`src/rtl/imem_boot_ctrl.sv`:
```
// Boot sequencer: streams program words into instruction memory from word 0 upward,
// holding the core in reset until the load completes and a short release delay elapses.
module imem_boot_ctrl #(
    parameter int ADDR_W        = 8,
    parameter int DATA_W        = 32,
    parameter int RELEASE_DELAY = 2
) (
    input  logic              clk,
    input  logic              reset,
    input  logic              load_start,
    input  logic [ADDR_W:0]   load_len,
    input  logic              halt,
    input  logic              s_valid,
    input  logic [DATA_W-1:0] s_data,
    output logic              s_ready,
    output logic              imem_we,
    output logic [ADDR_W-1:0] imem_addr,
    output logic [DATA_W-1:0] imem_wdata,
    output logic              core_reset,
    output logic              busy,
    output logic              done,
    output logic              err
);

    localparam logic [ADDR_W:0] DEPTH = {1'b1, {ADDR_W{1'b0}}};
    localparam logic [ADDR_W:0] ONE   = {{ADDR_W{1'b0}}, 1'b1};
    localparam int              HCW   = (RELEASE_DELAY > 1) ? $clog2(RELEASE_DELAY) : 1;
    localparam logic [HCW-1:0]  HOLD_LAST = HCW'(RELEASE_DELAY - 1);

    typedef enum logic [1:0] {
        IDLE = 2'd0,
        LOAD = 2'd1,
        HOLD = 2'd2,
        RUN  = 2'd3
    } state_t;

    state_t              state_q, state_d;
    logic [ADDR_W:0]     cnt_q, cnt_d;
    logic [ADDR_W:0]     len_q, len_d;
    logic [HCW-1:0]      hold_cnt_q, hold_cnt_d;
    logic                err_q, err_d;
    logic                imem_we_q, imem_we_d;
    logic [ADDR_W-1:0]   imem_addr_q, imem_addr_d;
    logic [DATA_W-1:0]   imem_wdata_q, imem_wdata_d;
    logic                core_reset_q, core_reset_d;
    logic                done_q, done_d;
    logic                start_req;

    always_ff @(posedge clk or posedge reset) begin
        if (reset) begin
            state_q      <= IDLE;
            cnt_q        <= '0;
            len_q        <= '0;
            hold_cnt_q   <= '0;
            err_q        <= 1'b0;
            imem_we_q    <= 1'b0;
            imem_addr_q  <= '0;
            imem_wdata_q <= '0;
            core_reset_q <= 1'b1;
            done_q       <= 1'b0;
        end else begin
            state_q      <= state_d;
            cnt_q        <= cnt_d;
            len_q        <= len_d;
            hold_cnt_q   <= hold_cnt_d;
            err_q        <= err_d;
            imem_we_q    <= imem_we_d;
            imem_addr_q  <= imem_addr_d;
            imem_wdata_q <= imem_wdata_d;
            core_reset_q <= core_reset_d;
            done_q       <= done_d;
        end
    end

    always_comb begin
        state_d      = state_q;
        cnt_d        = cnt_q;
        len_d        = len_q;
        hold_cnt_d   = hold_cnt_q;
        err_d        = err_q;
        imem_we_d    = 1'b0;
        imem_addr_d  = imem_addr_q;
        imem_wdata_d = imem_wdata_q;
        start_req    = 1'b0;

        case (state_q)
            IDLE: begin
                start_req = load_start;
            end
            LOAD: begin
                if (halt) begin
                    state_d = IDLE;
                end else if (s_valid) begin
                    imem_we_d    = 1'b1;
                    imem_addr_d  = cnt_q[ADDR_W-1:0];
                    imem_wdata_d = s_data;
                    cnt_d        = cnt_q + ONE;
                    if (cnt_q == len_q - ONE) begin
                        state_d    = HOLD;
                        hold_cnt_d = '0;
                    end
                end
            end
            HOLD: begin
                if (halt) begin
                    state_d = IDLE;
                end else if (hold_cnt_q == HOLD_LAST) begin
                    state_d = RUN;
                end else begin
                    hold_cnt_d = hold_cnt_q + 1'b1;
                end
            end
            RUN: begin
                if (halt) begin
                    state_d = IDLE;
                end else begin
                    start_req = load_start;
                end
            end
            default: state_d = IDLE;
        endcase

        // An oversized request from RUN also stops the core rather than leaving stale code running.
        if (start_req) begin
            if (load_len > DEPTH) begin
                err_d   = 1'b1;
                state_d = IDLE;
            end else begin
                err_d      = 1'b0;
                len_d      = load_len;
                cnt_d      = '0;
                hold_cnt_d = '0;
                state_d    = (load_len == '0) ? HOLD : LOAD;
            end
        end

        core_reset_d = (state_d != RUN);
        done_d       = (state_d == RUN) && (state_q != RUN);
    end

    assign s_ready    = (state_q == LOAD);
    assign busy       = (state_q == LOAD) || (state_q == HOLD);
    assign imem_we    = imem_we_q;
    assign imem_addr  = imem_addr_q;
    assign imem_wdata = imem_wdata_q;
    assign core_reset = core_reset_q;
    assign done       = done_q;
    assign err        = err_q;

endmodule

```
`config.mk`:
```
export PLATFORM = sky130hd
export DESIGN_NAME = imem_boot_ctrl
export DESIGN_NICKNAME = d
export VERILOG_FILES = /design/src/rtl/imem_boot_ctrl.sv
export SDC_FILE = /design/constraint.sdc
export NUM_CORES = 1
export LEC_CHECK = 0
export ABC_CLOCK_PERIOD_IN_PS = 4000
export BUFFER_PORTS_ARGS = -buffer_cell sky130_fd_sc_hd__buf_2
export CAP_MARGIN = 5
export CORE_UTILIZATION = 40
export DETAILED_ROUTE_END_ITERATION = 10
export GPL_TIMING_DRIVEN = 0
export PLACE_DENSITY = 0.62
export SLEW_MARGIN = 40
export SYNTH_ARGS = -nofsm -noshare
export SYNTH_HDL_FRONTEND = slang
export SYNTH_SLANG_ARGS = --single-unit
export TNS_END_PERCENT = 1
```
`constraint.sdc`:
```
create_clock -name clk -period 4 [get_ports clk]
set_input_delay 0.4 -clock clk [delete_from_list [all_inputs] [get_ports clk]]
set_output_delay 0.4 -clock clk [all_outputs]
set_load 0.02 [all_outputs]
```
# After elaboration in Yosys (flattened, before gate mapping)
# Cells that the tools add are included.
classes:
  add_sub_neg: 3
  mul: 0
  div_mod_pow: 0
  order_cmp: 1
  eq_ne: 7
  shifts: 0
  mux: 29
  n_bitwise: 2
  n_reduce_logical: 6
op_table:
  columns: ["cell", "count"]
  rows:
  - ["two-way mux 9 bit", 5]
  - ["two-way mux 2 bit", 9]
  - ["two-way mux 1 bit", 12]
  - ["adder 9 x 1 -> 9 bit (second input constant)", 1]
  - ["equality test 9 bit", 1]
  - ["greater-than comparator 9 bit (second input constant)", 1]
  - ["zero test 9 bit", 1]
  - ["subtractor 9 x 1 -> 9 bit (second input constant)", 1]
  - ["equality test 2 bit (second input constant)", 3]
  - ["case mux 2 bit (3 select lines)", 1]
  - ["inequality test 2 bit (second input constant)", 2]
  - ["case mux 1 bit (2 select lines)", 2]
  - ["AND reduction 3 bit", 1]
  - ["equality test 2 x 1 -> 1 bit (second input constant)", 1]
  - ["zero test 2 bit", 1]
  - ["NOT 1 bit", 2]
  - ["AND reduction 2 bit", 1]
  - ["adder 1 bit (second input constant)", 1]
  - ["logical AND 1 bit", 1]
  - ["logical OR 1 bit", 1]
word_totals:
  register_bits: 65
  latchBits: 0
  mem_bits_rw: 0
  mem_bits_ro: 0
  inputBits: 46
  word_cells: 58
  mem_count: 0

# Logic depth before layout (Yosys ltp)
# Gate-level depths: netlist (run 1).
depth:
  word_depth: 9
  depth_mapped: 9

# Worst setup path after synthesis (run 1)
# OpenSTA, ideal clock, no wires.
synth_timing:
  kind: "reg-to-reg"
  startpoint: "register len_q[0]"
  endpoint: "register hold_cnt_q"
  setup_time_ps: 129
  t_arrival_ps: 2103
  required_ps: 3871
  slack_ps: 1767
  stages_incl_launch_ff: 10
  n_path_buf: 1
  synth_period_minus_slack_ps: 2233
  path_cell_list: "dfrtp_1 -> inv_1 -> ha_1 -> clkbuf_1 -> and2b_1 -> or3_1 -> a31oi_1 -> nand4_1 -> or2_4 -> o41a_1"
synth_between:
  elab_chain_len: 8
synth_rtl:
  columns: ["item", "line", "source"]
  rows:
  - ["start: declaration", "39", "logic [ADDR_W:0] len_q, len_d;"]
  - ["start signal: assignment", "64", "len_q <= len_d;"]
  - ["subtractor 9 x 1 -> 9 bit *", "98", "if (cnt_q == len_q - ONE) begin"]
  - ["equality test 9 bit *", "98", null]
  - ["two-way mux 1 bit *", "98", null]
  - ["two-way mux 1 bit *", "93", "end else if (s_valid) begin"]
  - ["two-way mux 1 bit *", "91", "if (halt) begin"]
  - ["case mux 1 bit (2 select lines) *", "86", "case (state_q)"]
  - ["two-way mux 1 bit", "125", "if (load_len > DEPTH) begin"]
  - ["two-way mux 1 bit *", "124", "if (start_req) begin"]
  - ["net hold_cnt_d", "40", "logic [HCW-1:0] hold_cnt_q, hold_cnt_d;"]
  - ["end signal: assignment", "65", "hold_cnt_q <= hold_cnt_d;"]
  - ["end: declaration", "40", null]
# The timed path passes the listed nets; every way through them passes the cells marked *.
# A chain may end at the register's enable or synchronous reset.

# Final worst setup path (run 1)
layout_timing:
  startpoint: "register len_q[0]"
  endpoint: "register done_q, in the netlist done"
layout_between:
  elab_chain_len: 9
layout_rtl:
  columns: ["item", "line", "source"]
  rows:
  - ["subtractor 9 x 1 -> 9 bit", "98", null]
  - ["equality test 9 bit", "98", null]
  - ["two-way mux 2 bit", "98", null]
  - ["two-way mux 2 bit", "93", null]
  - ["two-way mux 2 bit", "91", null]
  - ["case mux 2 bit (3 select lines)", "86", null]
  - ["two-way mux 2 bit", "124", null]
  - ["equality test 2 bit", "138", "done_d = (state_d == RUN) && (state_q != RUN);"]
  - ["logical AND 1 bit", "138", null]
  - ["net done_d", "46", "logic done_q, done_d;"]
  - ["end signal: assignment", "71", "done_q <= done_d;"]
  - ["end: declaration", "46", null]
# The timed path passes the listed nets, and every way through them passes these cells.

==> results.md, run 1 <==
- Setup CP Type: reg -> reg
- Core Footprint: 7290 µm²
- Clock slew seen by the registers of the worst setup and hold paths: 70 ps
- Count of yosys warnings during synthesis: 0
- Pwr dens: 737 nW/µm²
- Post-Route Setup TNS: 0 ps
- Layout cell share with drive strength beyond 1: 0.278
- Largest net degree at the start of global routing: 35
- Vias in the first global route: 2522
- Pin slew with the least headroom to its limit: 649 ps
- Total power consumption of the routed design: 2.83 mW
- Setup slack after placement: 1480 ps
- Number of core rows: 31
- Num Clock Sinks: 65
- Total GRT Usage: 0.189
- Crit path required time: 4180 ps
- Yosys reg bits: 65
- CTS H-tree lvls: 3
- Max frequency: 397 MHz
- NumNets Final: 492
- Buffers inserted by post-CTS timing repair: 0
- Status: finished, final reports clean
- Worst hold margin: 58.3 ps
- Number of endpoints failing setup at the final stage: 0
- Time the final worst path needs with I/O delays and setup: 2520 ps
- RD Place Congestion: 0.799
- Input/output buffers: 91
- First-pass GRT wire length: 11.3 mm
- Data arrival at the endpoint of the critical path: 2710 ps
- Number of failing hold endpoints at the final stage: 0
- Capture point of the worst reg-to-reg path: done
- Number of cells on the worst reg-to-reg path: 9
- Y dimension of the die: 89.2 µm
- Total of hold buffers inserted after clock tree synthesis: 0
- Number of nets in the synthesized netlist: 389
- Clock tree skew after final layout: 9.39 ps
- Number of enable flip-flop cells after synthesis: 0
- Main synth FF type: dfrtp_1
- Iter 0 DRT Violations: 81
- Clock tree from TritonCTS: built
- Worst reg2reg setup slack: 1480 ps
- Number of nets still failing antenna checks after routing: 0
- Max-slew violation count: 0
- Start of the worst register-to-register path: len_q[0]
- Leakage Power: 2.04 nW
- Share of the clock period used by the worst path after layout: 0.630
- Maximum ir drop on the vdd rail: 0.388 mV
- Commonest cells after routing, fill and taps aside: nand2_1, buf_2, dfrtp_1
- Mean instance size in the synthesized netlist: 9.11 µm²
- Proportion of register bits with asynchronous set or reset after synthesis: 1.00
- Category of the worst setup path launch point: register
- Final critical-path setup slack: 1480 ps
- Layout Area Growth over Synthesis: 26.3%
- Max FO, Critical Path: 8
- Clock buffer depth: 2
- First-pass DRT Iterations: 4
- Antenna violations before repair: 0
- Final WL: 6.70 mm
- Cell area after synthesis: 3040 µm²
- Count of non-filler cells in the finished layout: 541
- Type of the most critical hold path: in -> async
- DRC violations left: 0
- Starting density of the core: 0.417
- Number of placed instances, taps included: 525
- Vias after detailed routing: 2558
- Library cell used as clock root buffer: clkbuf_8
- Overall die area: 7960 µm²
- Die extent in x: 89.2 µm
- Number of buffers inserted during clock tree synthesis: 9
- Post-detailed-placement half-perimeter wirelength: 4.94 mm
- Sum of overflow across all layers after global routing: 0
- Antenna fix cells: 0
- Most common cell after layout, fill and taps aside: nand2_1
- Routed via count divided by cell count: 4.73
- Insertion delay of the later-clocked pin in the worst-skew pair: 340 ps
- Cts repair resizes: 0
- Yosys cell types: 44
- I/O pin cnt: 92
- Setup crit end kind: register
- Proportion of synthesized chip area in sequential cells: 0.535
- Routed wire length per instance: 12.4 µm
- Worst-case headroom to the max-slew limit: 0.566
- Number of instances in the synthesized netlist: 334
- Max-Cap Viols: 0
- RSZ-0062 raised after global routing: false
## synth_stat cells, types with 2 or more instances
cell / n / area, µm²
o41a_1: 2 / 22.5
nor2b_1: 2 / 12.5
xor2_1: 6 / 52.6
nand2_1: 137 / 514
mux2_2: 6 / 67.6
xnor2_1: 11 / 96.3
nor4_1: 3 / 18.8
nor2_1: 18 / 67.6
nand3b_1: 2 / 15.0
ha_1: 9 / 113
nor3_1: 2 / 10.0
inv_1: 12 / 45.0
o211ai_1: 2 / 15.0
a211oi_1: 2 / 15.0
o21ai_0: 7 / 35.0
nand3_1: 5 / 25.0
dfrtp_1: 64 / 1600
or3_1: 2 / 12.5
a21oi_1: 4 / 20.0
clkbuf_1: 11 / 41.3
a31oi_1: 4 / 25.0
## per-layer routing
metal  GRT usage  vias to the layer above  part of all wire
li1            -                     1288                 -
met1       0.235                     1196              0.45
met2       0.308                       64              0.48
met3      0.0480                       10             0.056
met4      0.0909                        0             0.014
met5           0                        -                 0
## layout make-up
class	count	area [µm²]
clock buffers	11	141
multi-input cells	243	1320
fillers	714	3450
flip-flops and latches	65	1630
inverters	13	51.3
well taps	99	124
plain buffers	13	52.6
repair buffers	92	475
clock inverters	5	55.1
## sequential cells by signal, summed over array words and instances, names as in the netlist
name	flops
imem_wdata	32
cnt_q	9
len_q	9
imem_addr	8
state_q	2
core_reset	1
done	1
err	1
hold_cnt_q	1
imem_we	1
## kinds of logic after synthesis
| kind of cell | Yosys count | synth area share |
|---|---|---|
| compound gates | 30 | 0.0711 |
| buf+inv | 26 | 0.0333 |
| flops | 65 | 0.535 |
| simple gates | 180 | 0.247 |
| mux | 6 | 0.0222 |
| xor+xnor | 18 | 0.0543 |
| fa+ha+maj | 9 | 0.0370 |
## worst max path at each step
| stage | start | to | depth (start not counted) |
|---|---|---|---|
| detailed placement | len_q[0] | done | 9 |
| CTS | len_q[0] | done | 9 |
| global route | len_q[0] | done | 9 |
| global placement | reset | done | 2 |
| finish | len_q[0] | done | 9 |
| floorplan | len_q[0] | hold_cnt_q | 9 |
## power breakdown
part / switching [mW] / total, mW / internal, mW
Clock: 0.255 / 0.558 / 0.303
Sequential: 0.191 / 1.11 / 0.916
Combinational: 0.723 / 1.17 / 0.444
## worst max-delay path, stage by stage, from the launching register on
cell and delay (ps):
dfrtp_1 440, inv_1 80, ha_1 190, clkbuf_1 190, and2b_1 200, or3_1 340, a31oi_1 170, nand4_1 130
o31ai_1 520, a2111oi_2 100
## metrics by stage
| stage | utilization | cell area, µm² |
|---|---|---|
| floorplan | - | 3040 |
| global placement | 0.497 | 3620 |
| detailed placement | 0.500 | 3650 |
| CTS | 0.527 | 3840 |
| global route | 0.527 | 3840 |
| finish | 0.527 | 3840 |
Note: power is estimated with default switching activity, not from simulation.
==> inputs of run 2 (changes only) <==
Settings changed: ABC_CLOCK_PERIOD_IN_PS 4000 to 2500.
Clock period 4 ns to 2.5 ns, I/O delays scaled along.
==> run 2 against run 1 <==
First-iteration DRC count increased by 4.9%. Clock skew hardly changed. Critical path type unchanged. Count of clock-buffer cells in the layout unchanged. Worst setup slack got worse by 1300 ps. Highest routed layer unchanged. Final cell count rose by 0.18%. Combinational power increased by 61%. Power grew 60%.
==> results.md, run 2 (same netlist as run 1, synthesis figures left out) <==
- Status: finished, final reports clean
- Layout Area Growth over Synthesis: 26.9%
- Share of the clock period used by the worst path after layout: 0.941 (+0.311)
- Cells along the critical path: inv_1 > ha_1 > buf_2 > and2b_1 > or3_1 > a31oi_1 > nand4_1 > or2_4 > o41a_1
- Slowest cell delay on critical path: 410 ps (-110 ps)
- Clock slew seen by the registers of the worst setup and hold paths: 80 ps (about the same)
- RSZ-0062 raised after global routing: false
- Antenna fix cells: 0 (unchanged)
- Setup CP Type: reg -> reg
- Number of nets still failing antenna checks after routing: 0 (unchanged)
- I/O pin cnt: 92 (unchanged)
- Pin slew with the least headroom to its limit: 649 ps (+0.129 ps)
- Number of buffers inserted during clock tree synthesis: 9 (unchanged)
- Final WL: 6.70 mm (about the same)
- Number of failing hold endpoints at the final stage: 0 (unchanged)
- RD Place Congestion: 0.799 (unchanged)
- Type of the most critical hold path: in -> reg
- Num Clock Sinks: 65 (unchanged)
- Total GRT Usage: 0.189 (+0.000395)
- Input/output buffers: 91 (unchanged)
- Leakage Power: 2.05 nW (+0.54%)
- Vias in the first global route: 2534 (+0.48%)
- Post-Route Setup TNS: 0 ps (unchanged)
- Pwr dens: 1180 nW/µm² (+60%)
- Max-slew violation count: 0 (unchanged)
- Placement-stage cell area: 3650 µm² (unchanged)
- Iter 0 DRT Violations: 85 (+4.9%)
- Setup crit end kind: register
- Clock tree from TritonCTS: built
- Max FO, Critical Path: 8 (unchanged)
- Max frequency: 425 MHz (+7.2%)
- Maximum ir drop on the vdd rail: 0.622 mV (+60%)
- Commonest cells after routing, fill and taps aside: nand2_1, buf_2, dfrtp_1
- NumNets Final: 493 (+0.20%)
- Largest net degree at the start of global routing: 35 (unchanged)
- DRC violations left: 0 (unchanged)
- Starting density of the core: 0.417 (unchanged)
- Most common cell after layout, fill and taps aside: nand2_1
- Library cell used as clock root buffer: clkbuf_8
- Sum of overflow across all layers after global routing: 0 (unchanged)
- First-pass DRT Iterations: 4 (unchanged)
- Buf+Inv Stages, Crit Path: 2 (unchanged)
- Buffers inserted by post-CTS timing repair: 0 (unchanged)
- First-pass GRT wire length: 11.4 mm (+0.25%)
- Finished layout cell area: 3860 µm² (+0.49%)
- Total power consumption of the routed design: 4.54 mW (+60%)
- Overall die area: 7960 µm² (unchanged)
- Cell type group with the largest total delay on the critical path: simple AND/OR/NAND/NOR gates
- Worst hold margin: 93.3 ps (+35.0 ps)
- Vias after detailed routing: 2582 (+0.94%)
- Routed via count divided by cell count: 4.76 (+0.75%)
- Clock buffer depth: 2 (unchanged)
- Core Footprint: 7290 µm² (unchanged)
- Crit path required time: 2710 ps (-1470 ps)
- Worst-case headroom to the max-slew limit: 0.566 (about the same)
- Number of flip-flops under the largest register name: 32 (unchanged)
- Time the final worst path needs with I/O delays and setup: 2350 ps (-168 ps)
- Post-detailed-placement half-perimeter wirelength: 4.94 mm (unchanged)
- Category of the worst setup path launch point: register
- Die extent in x: 89.2 µm (unchanged)
- Y dimension of the die: 89.2 µm (unchanged)
- Routed wire length per instance: 12.4 µm (-0.17%)
- Number of endpoints failing setup at the final stage: 0 (unchanged)
- Highest-delay cell along the critical path: dfrtp_2
- Antenna violations before repair: 0 (unchanged)
- Layout cell share with drive strength beyond 1: 0.287 (+0.00840)
- CTS H-tree lvls: 3 (unchanged)
- Data arrival at the endpoint of the critical path: 2560 ps (-150 ps)
- Max-Cap Viols: 0 (unchanged)
- Clock tree skew after final layout: 9.12 ps (-0.271 ps)
- Number of core rows: 31 (unchanged)
- Insertion delay of the later-clocked pin in the worst-skew pair: 340 ps (about the same)
-- run 2: changes by cell type in the layout (fill, tap and decap cells not counted), sizes merged --
cell,previous run,this run
dlygate4sd3,0,1
clkbuf,22,21
buf,94,95
-- run 2: final timing paths --
path / startpoint / cells after the start / slack [ps] / endpoint
min in group asynchronous: reset / 3 / 460 / imem_wdata[22]
max in group asynchronous: reset / 4 / 1520 / len_q[0]
worst max register to register: len_q[0] / 9 / 150 / hold_cnt_q
worst min-delay path: s_data[4] / 3 / 90 / imem_wdata[4]
worst min register to register: imem_wdata[27] / 2 / 470 / imem_wdata[27]
worst max-delay path: len_q[0] / 9 / 150 / hold_cnt_q
-- run 2: worst reg2reg max path, cell delays in order (launching register included) --
cell and delay [ps]:
dfrtp_2 410, inv_1 70, ha_1 180, buf_2 160, and2b_1 160, or3_1 340, a31oi_1 140, nand4_1 160
or2_4 290, o41a_1 320
-- run 2: through the flow --
| stage | util | setup slack, ps | cells |
|---|---|---|---|
| after global placement | 0.497 | -249 | 524 |
| after floorplan | - | 267 | 334 |
| after global routing | 0.530 | 17.8 | 542 |
| after detailed placement | 0.500 | -19.8 | 525 |
| after CTS | 0.529 | 30.7 | 542 |
| final | 0.530 | 147 | 542 |
-- run 2: routing by layer --
layer  share of wire  vias to the layer above  track usage
met2            0.47                       75        0.310
met3           0.059                       13       0.0480
met5               0                        -            0
met4           0.020                        0       0.0909
met1            0.45                     1206        0.235
li1                -                     1288            -
-- run 2: final cells by class --
| cell class | count | area [µm²] |
|---|---|---|
| Fill cell | 709 | 3430 |
| Sequential cell | 65 | 1630 |
| Multi-Input combinational cell | 243 | 1320 |
| Timing Repair Buffer | 93 | 485 |
| Clock buffer | 11 | 141 |
| Tap cell | 99 | 124 |
| Clock inverter | 5 | 55.1 |
| Buffer | 13 | 55.1 |
| Inverter | 13 | 51.3 |
-- run 2: where the power goes --
part           leakage [nW]  internal (mW)  switching, mW
logic                  1.13          0.719           1.16
registers             0.830           1.47          0.304
clock network        0.0953          0.485          0.409
total                  2.05           2.67           1.87
-- run 2: timing repair --
action                     CTS  global route
hold endpoints to repair    30             0
pin swaps                    0             3
hold buffers                 1             0
setup endpoints to repair    3             8
gates resized for setup      2             4
==> inputs of run 3 (changes only) <==
Settings changed: CORE_UTILIZATION 40 to 43, MAX_ROUTING_LAYER set to met4, PLACE_DENSITY 0.62 to 0.66.
==> run 3 against run 2 <==
Sequential share of layout area fell by 0.39 points. Sequential power barely moved. Count of clock-buffer cells in the layout fell by 2. Final cell count fell by 0.92%. Die area fell by 6.8%. Flip-flop and latch count did not move. Register-to-register slack improved by 60 ps. Via count fell by 1.1%. Core utilization rose by 4.1 points. Highest routed layer unchanged. Worst hold slack improved by 2.6 ps.
==> results.md, run 3 (same netlist as run 1, synthesis figures left out) <==
- Number of flip-flops under the largest register name: 32 (unchanged)
- Number of buffers inserted during clock tree synthesis: 9 (unchanged)
- Layout cell share with drive strength beyond 1: 0.288 (+0.00130)
- Post-detailed-placement half-perimeter wirelength: 4.69 mm (-5.1%)
- Final WL: 6.48 mm (-3.3%)
- RD Place Congestion: 0.840 (+5.1%)
- Pin slew with the least headroom to its limit: 697 ps (+48.0 ps)
- Count of non-filler cells in the finished layout: 537 (-0.92%)
- Status: finished, final reports clean
- Number of nets still failing antenna checks after routing: 0 (unchanged)
- Comb power frac: 0.396 (-0.018)
- Sum of overflow across all layers after global routing: 0 (unchanged)
- Clock buffer depth: 2 (unchanged)
- Category of the worst setup path launch point: register
- Fraction of power consumed by the clock network: 0.228 (+0.031)
- Core Footprint: 6830 µm² (-6.3%)
- Insertion delay of the later-clocked pin in the worst-skew pair: 340 ps (about the same)
- Maximum ir drop on the vdd rail: 0.635 mV (+2.1%)
- Setup slack after placement: 4.18 ps (+24.0 ps)
- Slowest cell delay on critical path: 410 ps (about the same)
- Number of placed instances, taps included: 522 (-0.57%)
- Input/output buffers: 91 (unchanged)
- First-pass DRT Iterations: 4 (unchanged)
- Max-Cap Viols: 0 (unchanged)
- Num Clock Sinks: 65 (unchanged)
- Vias in the first global route: 2538 (+0.16%)
- Total power consumption of the routed design: 4.73 mW (+4.1%)
- Worst-case headroom to the max-slew limit: 0.534 (-0.0321)
- RSZ-0062 raised after global routing: false
- Iter 0 DRT Violations: 131 (+54%)
- Layout Area Growth over Synthesis: 28.1%
- First-pass GRT wire length: 11.3 mm (-0.79%)
- Die extent in x: 86.1 µm (-3.5%)
- Vias after detailed routing: 2554 (-1.1%)
- Number of failing hold endpoints at the final stage: 0 (unchanged)
- Clock tree skew after final layout: 10.7 ps (+1.57 ps)
- Crit path required time: 2720 ps (about the same)
- Antenna violations before repair: 0 (unchanged)
- CTS H-tree lvls: 3 (unchanged)
- Total net switching power: 1.87 mW (about the same)
- Time the final worst path needs with I/O delays and setup: 2290 ps (-59.9 ps)
- Antenna fix cells: 0 (unchanged)
- Highest-delay cell along the critical path: dfrtp_2
- Internal Power: 2.85 mW (+6.9%)
- Pwr dens: 1210 nW/µm² (+3.1%)
- Capture point of the worst reg-to-reg path: hold_cnt_q
- Fraction of power consumed by sequential logic: 0.376 (-0.014)
- Clock slew seen by the registers of the worst setup and hold paths: 80 ps (about the same)
- Data arrival at the endpoint of the critical path: 2510 ps (-50 ps)
- Share of the clock period used by the worst path after layout: 0.917 (-0.0240)
- Final critical-path setup slack: 207 ps (+59.9 ps)
- Routed via count divided by cell count: 4.76 (-0.16%)
- Starting density of the core: 0.446 (+0.0281)
- Switching power as a share of total power: 0.396 (-0.0159)
- Library cell used as clock root buffer: clkbuf_8
- Commonest cells after routing, fill and taps aside: nand2_1, buf_2, dfrtp_1
- Worst hold margin: 95.9 ps (+2.61 ps)
- Setup crit end kind: register
- Max-slew violation count: 0 (unchanged)
- Number of cells on the worst hold path: 3 (unchanged)
- Number of endpoints failing setup at the final stage: 0 (unchanged)
- Max FO, Critical Path: 8 (unchanged)
- Number of cells on the worst reg-to-reg path: 8 (-1)
- Max frequency: 436 MHz (+2.6%)
- Leakage Power: 2.07 nW (+0.72%)
- NumNets Final: 492 (-0.20%)
- Placement-stage cell area: 3640 µm² (-0.10%)
- DRC violations left: 0 (unchanged)
- Most common cell after layout, fill and taps aside: nand2_1
- Y dimension of the die: 86.1 µm (-3.5%)
- Post-Route Setup TNS: 0 ps (unchanged)
- Fraction of the core area covered by cells at the end of the flow: 0.571 (+0.0410)
- Finished layout cell area: 3900 µm² (+0.94%)
- Worst reg2reg setup slack: 210 ps (+60 ps)
- Cells along the critical path: inv_1 > ha_2 > and2b_1 > or3_1 > a31oi_1 > nand4_1 > or2_4 > o41a_1
- Total GRT Usage: 0.200 (+0.0110)
- End point of the worst hold path: imem_wdata[30]
- Overall die area: 7420 µm² (-6.8%)
- Start of the worst register-to-register path: len_q[0]
- Routed wire length per instance: 12.1 µm (-2.4%)
- Worst min-delay path startpoint: s_data[30]
- Type of the most critical hold path: in -> reg
- Largest net degree at the start of global routing: 36 (+2.9%)
- Clock tree from TritonCTS: built
- I/O pin cnt: 92 (unchanged)
- Setup CP Type: reg -> reg
- Number of core rows: 30 (-3.2%)
-- run 3: what timing repair did --
item | CTS | global route
pin swaps | 0 | 0
setup buffers | 0 | 0
hold endpoints to repair | 29 | 0
gates cloned | 0 | 0
gates resized for setup | 0 | 5
hold buffers | 1 | 0
setup endpoints to repair | 1 | 8
-- run 3: area by class of cell --
| class | count | area, µm² |
|---|---|---|
| Clock buffer | 9 | 124 |
| Sequential cell | 65 | 1630 |
| Buffer | 12 | 50.0 |
| Multi-Input combinational cell | 243 | 1320 |
| Clock inverter | 6 | 115 |
| Fill cell | 658 | 2930 |
| Inverter | 13 | 51.3 |
| Tap cell | 96 | 120 |
| Timing Repair Buffer | 93 | 485 |
-- run 3: how the worst max path moves through the flow --
stage	from	endpoint	cells past startpoint
CTS	len_q[0]	done	9
global route	state_q[1]	cnt_q[7]	9
detailed placement	len_q[0]	done	9
finish	len_q[0]	hold_cnt_q	8
floorplan	len_q[0]	hold_cnt_q	9
global placement	reset	len_q[7]	2
-- run 3: power by group through the flow --
stage / sequential [mW] / combinational, mW / clock, mW
after CTS: 1.77 / 1.87 / 1.11
after floorplan: 2.11 / 0.947 / 0
after global routing: 1.84 / 2.09 / 1.15
after detailed placement: 1.78 / 1.87 / 0
after global placement: 1.77 / 1.82 / 0
final: 1.78 / 1.87 / 1.08
-- run 3: worst max-delay path: cells and delay by family (launching register included) --
kind            cells  cell delay [ps]
simple gates        4              990
fa+ha+maj           1              230
flops               1              410
buf+inv             1               70
compound gates      2              480
-- run 3: layer usage --
layer	vias up	global-route usage	routed length [µm]
met5	-	-	0
met4	0	0.0606	62
met2	68	0.310	2970
met1	1191	0.263	3150
met3	7	0.0462	296
li1	1288	-	-
